<file path="src/rtl/elevator_request_scheduler_if.sv">
// Car-controller bundle between the request scheduler and its environment:
// call buttons and car feedback in, dispatch command and status out.
interface elevator_request_scheduler_if #(
    parameter int NUM_FLOORS = 10
);
    logic [NUM_FLOORS-1:0] call_req;
    logic [3:0]            current_floor;
    logic                  car_idle;
    logic [3:0]            target_floor;
    logic                  target_valid;
    logic                  dir_up;
    logic                  door_open;
    logic                  served;
    logic [NUM_FLOORS-1:0] pending;

    modport master (
        output call_req, current_floor, car_idle,
        input  target_floor, target_valid, dir_up, door_open, served, pending
    );

    modport slave (
        input  call_req, current_floor, car_idle,
        output target_floor, target_valid, dir_up, door_open, served, pending
    );
endinterface

</file>
<file path="src/rtl/elevator_request_scheduler.sv">
// SCAN-style elevator request scheduler: latches floor calls, dispatches the
// car to the nearest pending floor in the sweep direction and times door dwell.
module elevator_request_scheduler #(
    parameter int          NUM_FLOORS   = 10,
    parameter logic [15:0] DWELL_CYCLES = 16'd1000
) (
    input logic                         clk,
    input logic                         rst_n,
    elevator_request_scheduler_if.slave bus
);

    typedef enum logic [1:0] {
        IDLE     = 2'd0,
        DISPATCH = 2'd1,
        DOOR     = 2'd2
    } state_t;

    localparam logic [15:0] DWELL_LAST  = DWELL_CYCLES - 16'd1;
    localparam logic [4:0]  FLOOR_LIMIT = 5'(NUM_FLOORS);

    state_t                state_r;
    state_t                state_s;
    logic [NUM_FLOORS-1:0] pending_r;
    logic [NUM_FLOORS-1:0] pending_s;
    logic [NUM_FLOORS-1:0] clear_s;
    logic [3:0]            target_r;
    logic [3:0]            target_s;
    logic                  target_valid_r;
    logic                  target_valid_s;
    logic                  dir_up_r;
    logic                  dir_up_s;
    logic                  door_open_r;
    logic                  door_open_s;
    logic                  served_r;
    logic                  served_s;
    logic [15:0]           dwell_r;
    logic [15:0]           dwell_s;

    logic                  cur_valid_s;
    logic [NUM_FLOORS-1:0] cur_mask_s;
    logic [NUM_FLOORS-1:0] search_s;
    logic                  up_found_s;
    logic [3:0]            up_idx_s;
    logic                  dn_found_s;
    logic [3:0]            dn_idx_s;

    // Nearest pending floor above and below the car; an out-of-range floor matches nothing.
    always_comb begin
        cur_valid_s = ({1'b0, bus.current_floor} < FLOOR_LIMIT);
        // While dispatching, this cycle's calls are visible so an intermediate stop retargets on the next edge.
        search_s    = (state_r == DISPATCH) ? (pending_r | bus.call_req) : pending_r;
        cur_mask_s  = '0;
        up_found_s  = 1'b0;
        up_idx_s    = 4'd0;
        dn_found_s  = 1'b0;
        dn_idx_s    = 4'd0;
        for (int i = 0; i < NUM_FLOORS; i++) begin
            cur_mask_s[i] = cur_valid_s && (bus.current_floor == i[3:0]);
            dn_found_s    = dn_found_s | (cur_valid_s && search_s[i] && (i[3:0] < bus.current_floor));
            dn_idx_s      = (cur_valid_s && search_s[i] && (i[3:0] < bus.current_floor)) ? i[3:0] : dn_idx_s;
        end
        for (int i = NUM_FLOORS - 1; i >= 0; i--) begin
            up_found_s = up_found_s | (cur_valid_s && search_s[i] && (i[3:0] > bus.current_floor));
            up_idx_s   = (cur_valid_s && search_s[i] && (i[3:0] > bus.current_floor)) ? i[3:0] : up_idx_s;
        end
    end

    // Next-state, target selection, request clearing and dwell timing.
    always_comb begin
        state_s        = state_r;
        target_s       = target_r;
        target_valid_s = 1'b0;
        dir_up_s       = dir_up_r;
        served_s       = 1'b0;
        dwell_s        = dwell_r;
        clear_s        = '0;
        case (state_r)
            IDLE: begin
                if (!cur_valid_s) begin
                    state_s = IDLE;
                end else if (|(pending_r & cur_mask_s)) begin
                    state_s  = DOOR;
                    clear_s  = cur_mask_s;
                    served_s = 1'b1;
                    dwell_s  = 16'd0;
                end else if (|pending_r) begin
                    state_s        = DISPATCH;
                    target_valid_s = 1'b1;
                    if (dir_up_r) begin
                        if (up_found_s) begin
                            target_s = up_idx_s;
                        end else begin
                            target_s = dn_idx_s;
                            dir_up_s = 1'b0;
                        end
                    end else begin
                        if (dn_found_s) begin
                            target_s = dn_idx_s;
                        end else begin
                            target_s = up_idx_s;
                            dir_up_s = 1'b1;
                        end
                    end
                end else begin
                    state_s = IDLE;
                end
            end
            DISPATCH: begin
                target_valid_s = 1'b1;
                if (!cur_valid_s) begin
                    state_s = DISPATCH;
                end else if (bus.car_idle && (bus.current_floor == target_r)) begin
                    state_s        = DOOR;
                    clear_s        = cur_mask_s;
                    served_s       = 1'b1;
                    dwell_s        = 16'd0;
                    target_valid_s = 1'b0;
                end else if (dir_up_r && up_found_s && (up_idx_s < target_r)) begin
                    target_s = up_idx_s;
                end else if (!dir_up_r && dn_found_s && (dn_idx_s > target_r)) begin
                    target_s = dn_idx_s;
                end else begin
                    target_s = target_r;
                end
            end
            DOOR: begin
                if (!cur_valid_s) begin
                    state_s = DOOR;
                end else if (|(bus.call_req & cur_mask_s)) begin
                    clear_s  = cur_mask_s;
                    served_s = 1'b1;
                    dwell_s  = 16'd0;
                end else if (dwell_r == DWELL_LAST) begin
                    state_s = IDLE;
                    dwell_s = 16'd0;
                end else begin
                    dwell_s = dwell_r + 16'd1;
                end
            end
            default: begin
                state_s = IDLE;
                dwell_s = 16'd0;
            end
        endcase
        // A stop at a floor absorbs a call for that floor raised in the same cycle.
        pending_s   = (pending_r | bus.call_req) & ~clear_s;
        door_open_s = (state_s == DOOR);
    end

    // State and output registers.
    always_ff @(posedge clk or negedge rst_n) begin
        if (!rst_n) begin
            state_r        <= IDLE;
            pending_r      <= '0;
            target_r       <= 4'd0;
            target_valid_r <= 1'b0;
            dir_up_r       <= 1'b1;
            door_open_r    <= 1'b0;
            served_r       <= 1'b0;
            dwell_r        <= 16'd0;
        end else begin
            state_r        <= state_s;
            pending_r      <= pending_s;
            target_r       <= target_s;
            target_valid_r <= target_valid_s;
            dir_up_r       <= dir_up_s;
            door_open_r    <= door_open_s;
            served_r       <= served_s;
            dwell_r        <= dwell_s;
        end
    end

    assign bus.target_floor = target_r;
    assign bus.target_valid = target_valid_r;
    assign bus.dir_up       = dir_up_r;
    assign bus.door_open    = door_open_r;
    assign bus.served       = served_r;
    assign bus.pending      = pending_r;

endmodule
</file>
<file path="src/flat_wrapper.sv">
// flat-port wrapper written by rule: the top's interface ports become plain ports
module elevator_request_scheduler_flat 
#(
    parameter int          NUM_FLOORS   = 10,
    parameter logic [15:0] DWELL_CYCLES = 16'd1000
)
  (clk, rst_n, bus_call_req, bus_current_floor, bus_car_idle, bus_target_floor, bus_target_valid, bus_dir_up, bus_door_open, bus_served, bus_pending);
  elevator_request_scheduler_if #(.NUM_FLOORS(NUM_FLOORS)) bus_i ();
  input logic clk;
  input logic rst_n;
  input wire logic [$bits(bus_i.call_req)-1:0] bus_call_req;
  input wire logic [$bits(bus_i.current_floor)-1:0] bus_current_floor;
  input wire logic [$bits(bus_i.car_idle)-1:0] bus_car_idle;
  output wire logic [$bits(bus_i.target_floor)-1:0] bus_target_floor;
  output wire logic [$bits(bus_i.target_valid)-1:0] bus_target_valid;
  output wire logic [$bits(bus_i.dir_up)-1:0] bus_dir_up;
  output wire logic [$bits(bus_i.door_open)-1:0] bus_door_open;
  output wire logic [$bits(bus_i.served)-1:0] bus_served;
  output wire logic [$bits(bus_i.pending)-1:0] bus_pending;
  assign bus_i.call_req = bus_call_req;
  assign bus_i.current_floor = bus_current_floor;
  assign bus_i.car_idle = bus_car_idle;
  assign bus_target_floor = bus_i.target_floor;
  assign bus_target_valid = bus_i.target_valid;
  assign bus_dir_up = bus_i.dir_up;
  assign bus_door_open = bus_i.door_open;
  assign bus_served = bus_i.served;
  assign bus_pending = bus_i.pending;
  elevator_request_scheduler #(.NUM_FLOORS(NUM_FLOORS), .DWELL_CYCLES(DWELL_CYCLES)) u_core (.clk(clk), .rst_n(rst_n), .bus(bus_i));
endmodule
</file>
<file path="config.mk">
export PLATFORM = sky130hd
export DESIGN_NAME = elevator_request_scheduler_flat
export DESIGN_NICKNAME = d
export VERILOG_FILES = /design/src/rtl/elevator_request_scheduler_if.sv /design/src/rtl/elevator_request_scheduler.sv /design/src/flat_wrapper.sv
export SDC_FILE = /design/constraint.sdc
export NUM_CORES = 1
export LEC_CHECK = 0
export CAP_MARGIN = 40
export CORE_MARGIN = 3
export CORE_UTILIZATION = 61
export DETAILED_ROUTE_END_ITERATION = 12
export GPL_ROUTABILITY_DRIVEN = 0
export MAX_ROUTING_LAYER = met4
export PLACE_DENSITY_LB_ADDON = 0.12
export SETUP_SLACK_MARGIN = 0.4
export SYNTH_ARGS = -nofsm -noshare
export SYNTH_HDL_FRONTEND = slang
export SYNTH_SLANG_ARGS = --single-unit
</file>
<file path="constraint.sdc">
create_clock -name clk -period 5.04 [get_ports clk]
set_clock_uncertainty 0.15 [all_clocks]
set_input_delay 1.008 -clock clk [delete_from_list [all_inputs] [get_ports clk]]
set_output_delay 1.008 -clock clk [all_outputs]
set_load 0.02 [all_outputs]
</file>
==> out/results.ini <==
[logic_synthesis]
ys.flop_type = dfrtp_1
synth.distinct_cells = 78
yosys_register_bits = 36
syn_area_um2 = 3038
async_flop_share_pct = 100.0
yosysWarnings = 0
synth_edf_count = 0
syn_inst = 358
avgSynthCellArea_um2 = 8.486
synth_nets = 383
seq_area_frac_synth_pct = 29.70

[drt]
drc = 0
vias = 3037
drt-vias-per-instance = 6.559
avgRoutedWirePerCell_um = 17.90
routed_wl_um = 8288
drtIter0Drc = 427
postRouteAntennaNets = 0
firstDrtPassIters = 5

[timing]
finalHoldViolCount = 0
slew_violations = 0
relSlewSlack_pct = 45.69
rsz0062_at_grt = false
fin_crit_ps = 4446
min_period_over_period_pct = 88.22
worstMarginPinSlew_ps = 814.7
finalSetupViolCount = 0
fin_tns_setup_ps = 0
fmax_mhz = 224.9

[floorplan]
initial_core_util_pct = 63.89
core_um2 = 4755
die_x_um = 76.57
num_io_pins = 35
row_count = 25
dieArea_um2 = 5863
die_y_um = 76.57

[clock_tree]
cts_inserted_buffers = 5
clockBufferDepth = 2
cts_max_level = 2
cts_sinks = 36
clk_pin_slew_ps = 70
hold_buffers = 0
post_cts_buffers = 0
tritoncts = done
root_buffer = clkbuf_8
clock_latency_ps = 290
ctsResizeCount = 0

[finish]
fin_nets = 420
mostFrequentLayoutCell = nor2_1
area_growth_pct = 14.83
diodes = 0
layout-drive-gt1-share_pct = 10.35
final_area_um2 = 3488
layout_common_cells = 47 x nor2_1, 35 x dfrtp_1, 33 x clkdlybuf4s50_1
fin_cells = 463
utilization_pct = 73.37

[status]
outcome = finished clean

[flow_run]
drv_cap = 0

[worst_setup_path]
worstPathArrival_ps = 4470
worstSetupPathType = input port to flip-flop
critPathMaxFanout = 14
startpoint_type = input port
end_kind = flip-flop
required_ps = 5060

[power_and_ir_drop]
power_density_nw_per_um2 = 217.7
p_leak_uw = 0.001414
power.total_uw = 759.3
irDropWorstVdd_mv = 0.1752

[global_route]
first_global_vias = 2898
antenna_found_initial = 0
grt_max_degree = 37
grt_first_pass_wirelength_um = 14110
globalRouteTotalUtil_pct = 30.39
grt_overflow = 0

[placed_design]
dp_hpwl_um = 6145
placed_cell_area_um2 = 3400
placed_cells = 455
io_buffers = 34

[worst_hold_path]
hold_class = flip-flop to flip-flop

==> layer usage <==
| metal | share of wire [%] | vias up | global-route usage, % |
|---|---|---|---|
| met2 | 48 | 165 | 49.03 |
| met4 | 2.8 | 0 | 10.51 |
| li1 | - | 1411 | - |
| met1 | 41 | 1432 | 38.60 |
| met5 | 0 | - | - |
| met3 | 8.5 | 29 | 5.437 |
==> synth_stat cells (3+ instances only) <==
library cell | count | area [um^2]
o41ai_1 | 4 | 35.03
a31oi_1 | 8 | 50.05
buf_6 | 10 | 112.6
a41oi_1 | 4 | 35.03
a21o_1 | 4 | 30.03
nor3b_1 | 5 | 37.54
nand3_1 | 10 | 50.05
a21oi_1 | 19 | 95.09
nand4_1 | 4 | 25.02
nor2b_1 | 10 | 62.56
o31ai_1 | 5 | 37.54
and3b_1 | 7 | 61.31
ha_1 | 8 | 100.1
nor2_1 | 47 | 176.4
nand2_1 | 23 | 86.33
and2_1 | 6 | 37.54
xor2_1 | 3 | 26.28
inv_1 | 12 | 45.04
and3_1 | 7 | 43.79
nor3_1 | 6 | 30.03
xnor2_1 | 6 | 52.55
o22ai_1 | 3 | 18.77
buf_2 | 3 | 15.01
a32oi_1 | 3 | 26.28
o21ai_0 | 28 | 140.1
dfrtp_1 | 35 | 875.8
mux2i_1 | 5 | 50.05
o22a_1 | 3 | 26.28
o2bb2ai_1 | 3 | 26.28
o21a_1 | 3 | 22.52
nand2b_1 | 5 | 31.28
==> state kept, by name (all words and copies together), names as in the netlist <==
name	count
u_core.dwell_r	16
u_core.bus.target_floor	4
u_core.bus.pending	10
u_core.bus.dir_up	1
u_core.state_r	2
u_core.bus.door_open	1
u_core.bus.served	1
u_core.bus.target_valid	1
==> worst max-delay path, stage by stage <==
cell and delay [ps]:
clkdlybuf4s50_1 540, buf_4 250, nor2_1 210, nand2_1 190, or3_1 430, and2_1 180
ha_1 290, nor2b_1 130, o21ai_0 140, nand2b_1 70, a21oi_1 150, a41oi_1 60
and2_1 190, o31ai_4 280, mux2_1 350
==> path summary, 6_finish.rpt <==
check / slack, ps / startpoint / to / depth (start not counted)
max in group asynchronous: 3570 / rst_n / u_core.bus.pending[9] / 1
worst max register to register: 1050 / u_core.state_r[0] / u_core.bus.target_floor[3] / 15
min in group asynchronous: 660 / rst_n / u_core.dwell_r[15] / 1
worst min register to register: 360 / u_core.bus.dir_up / u_core.bus.dir_up / 2
worst min-delay path: 360 / u_core.bus.dir_up / u_core.bus.dir_up / 2
worst max-delay path: 590 / bus_current_floor[2] / u_core.bus.target_floor[3] / 15
==> per-stage QoR <==
stage	hold WS (ps)	setup WS [ps]
finish	355.1	593.7
global route	391.1	406.4
global placement	342.7	458.9
floorplan	314.5	1193
detailed placement	338.3	377.5
CTS	357.5	668.9
==> cell families after synthesis <==
logic type	after synthesis	synth area share, %
buf+inv	32	7.083
xor+xnor	9	2.595
compound gates	115	27.27
simple gates	148	26.19
fa+ha+maj	8	3.295
mux	10	3.871
flops	36	29.70
==> layout make-up <==
type / instances / area, um^2
clock buffers: 6 / 72.57
clock inverters: 2 / 16.27
fillers: 368 / 1266
inverters: 14 / 52.55
multi-input cells: 290 / 1921
flip-flops and latches: 36 / 902.1
well taps: 67 / 83.83
repair buffers: 48 / 440.4
==> where the power goes <==
| group | leakage [uW] | switching, uW | total [uW] | internal, uW |
|---|---|---|---|---|
| clock | 0.0000414 | 112 | 210 | 98.4 |
| combinational | 0.000946 | 122 | 215 | 93.0 |
| sequential | 0.000427 | 25.4 | 334 | 309 |
(Power assumes the default switching activity.)
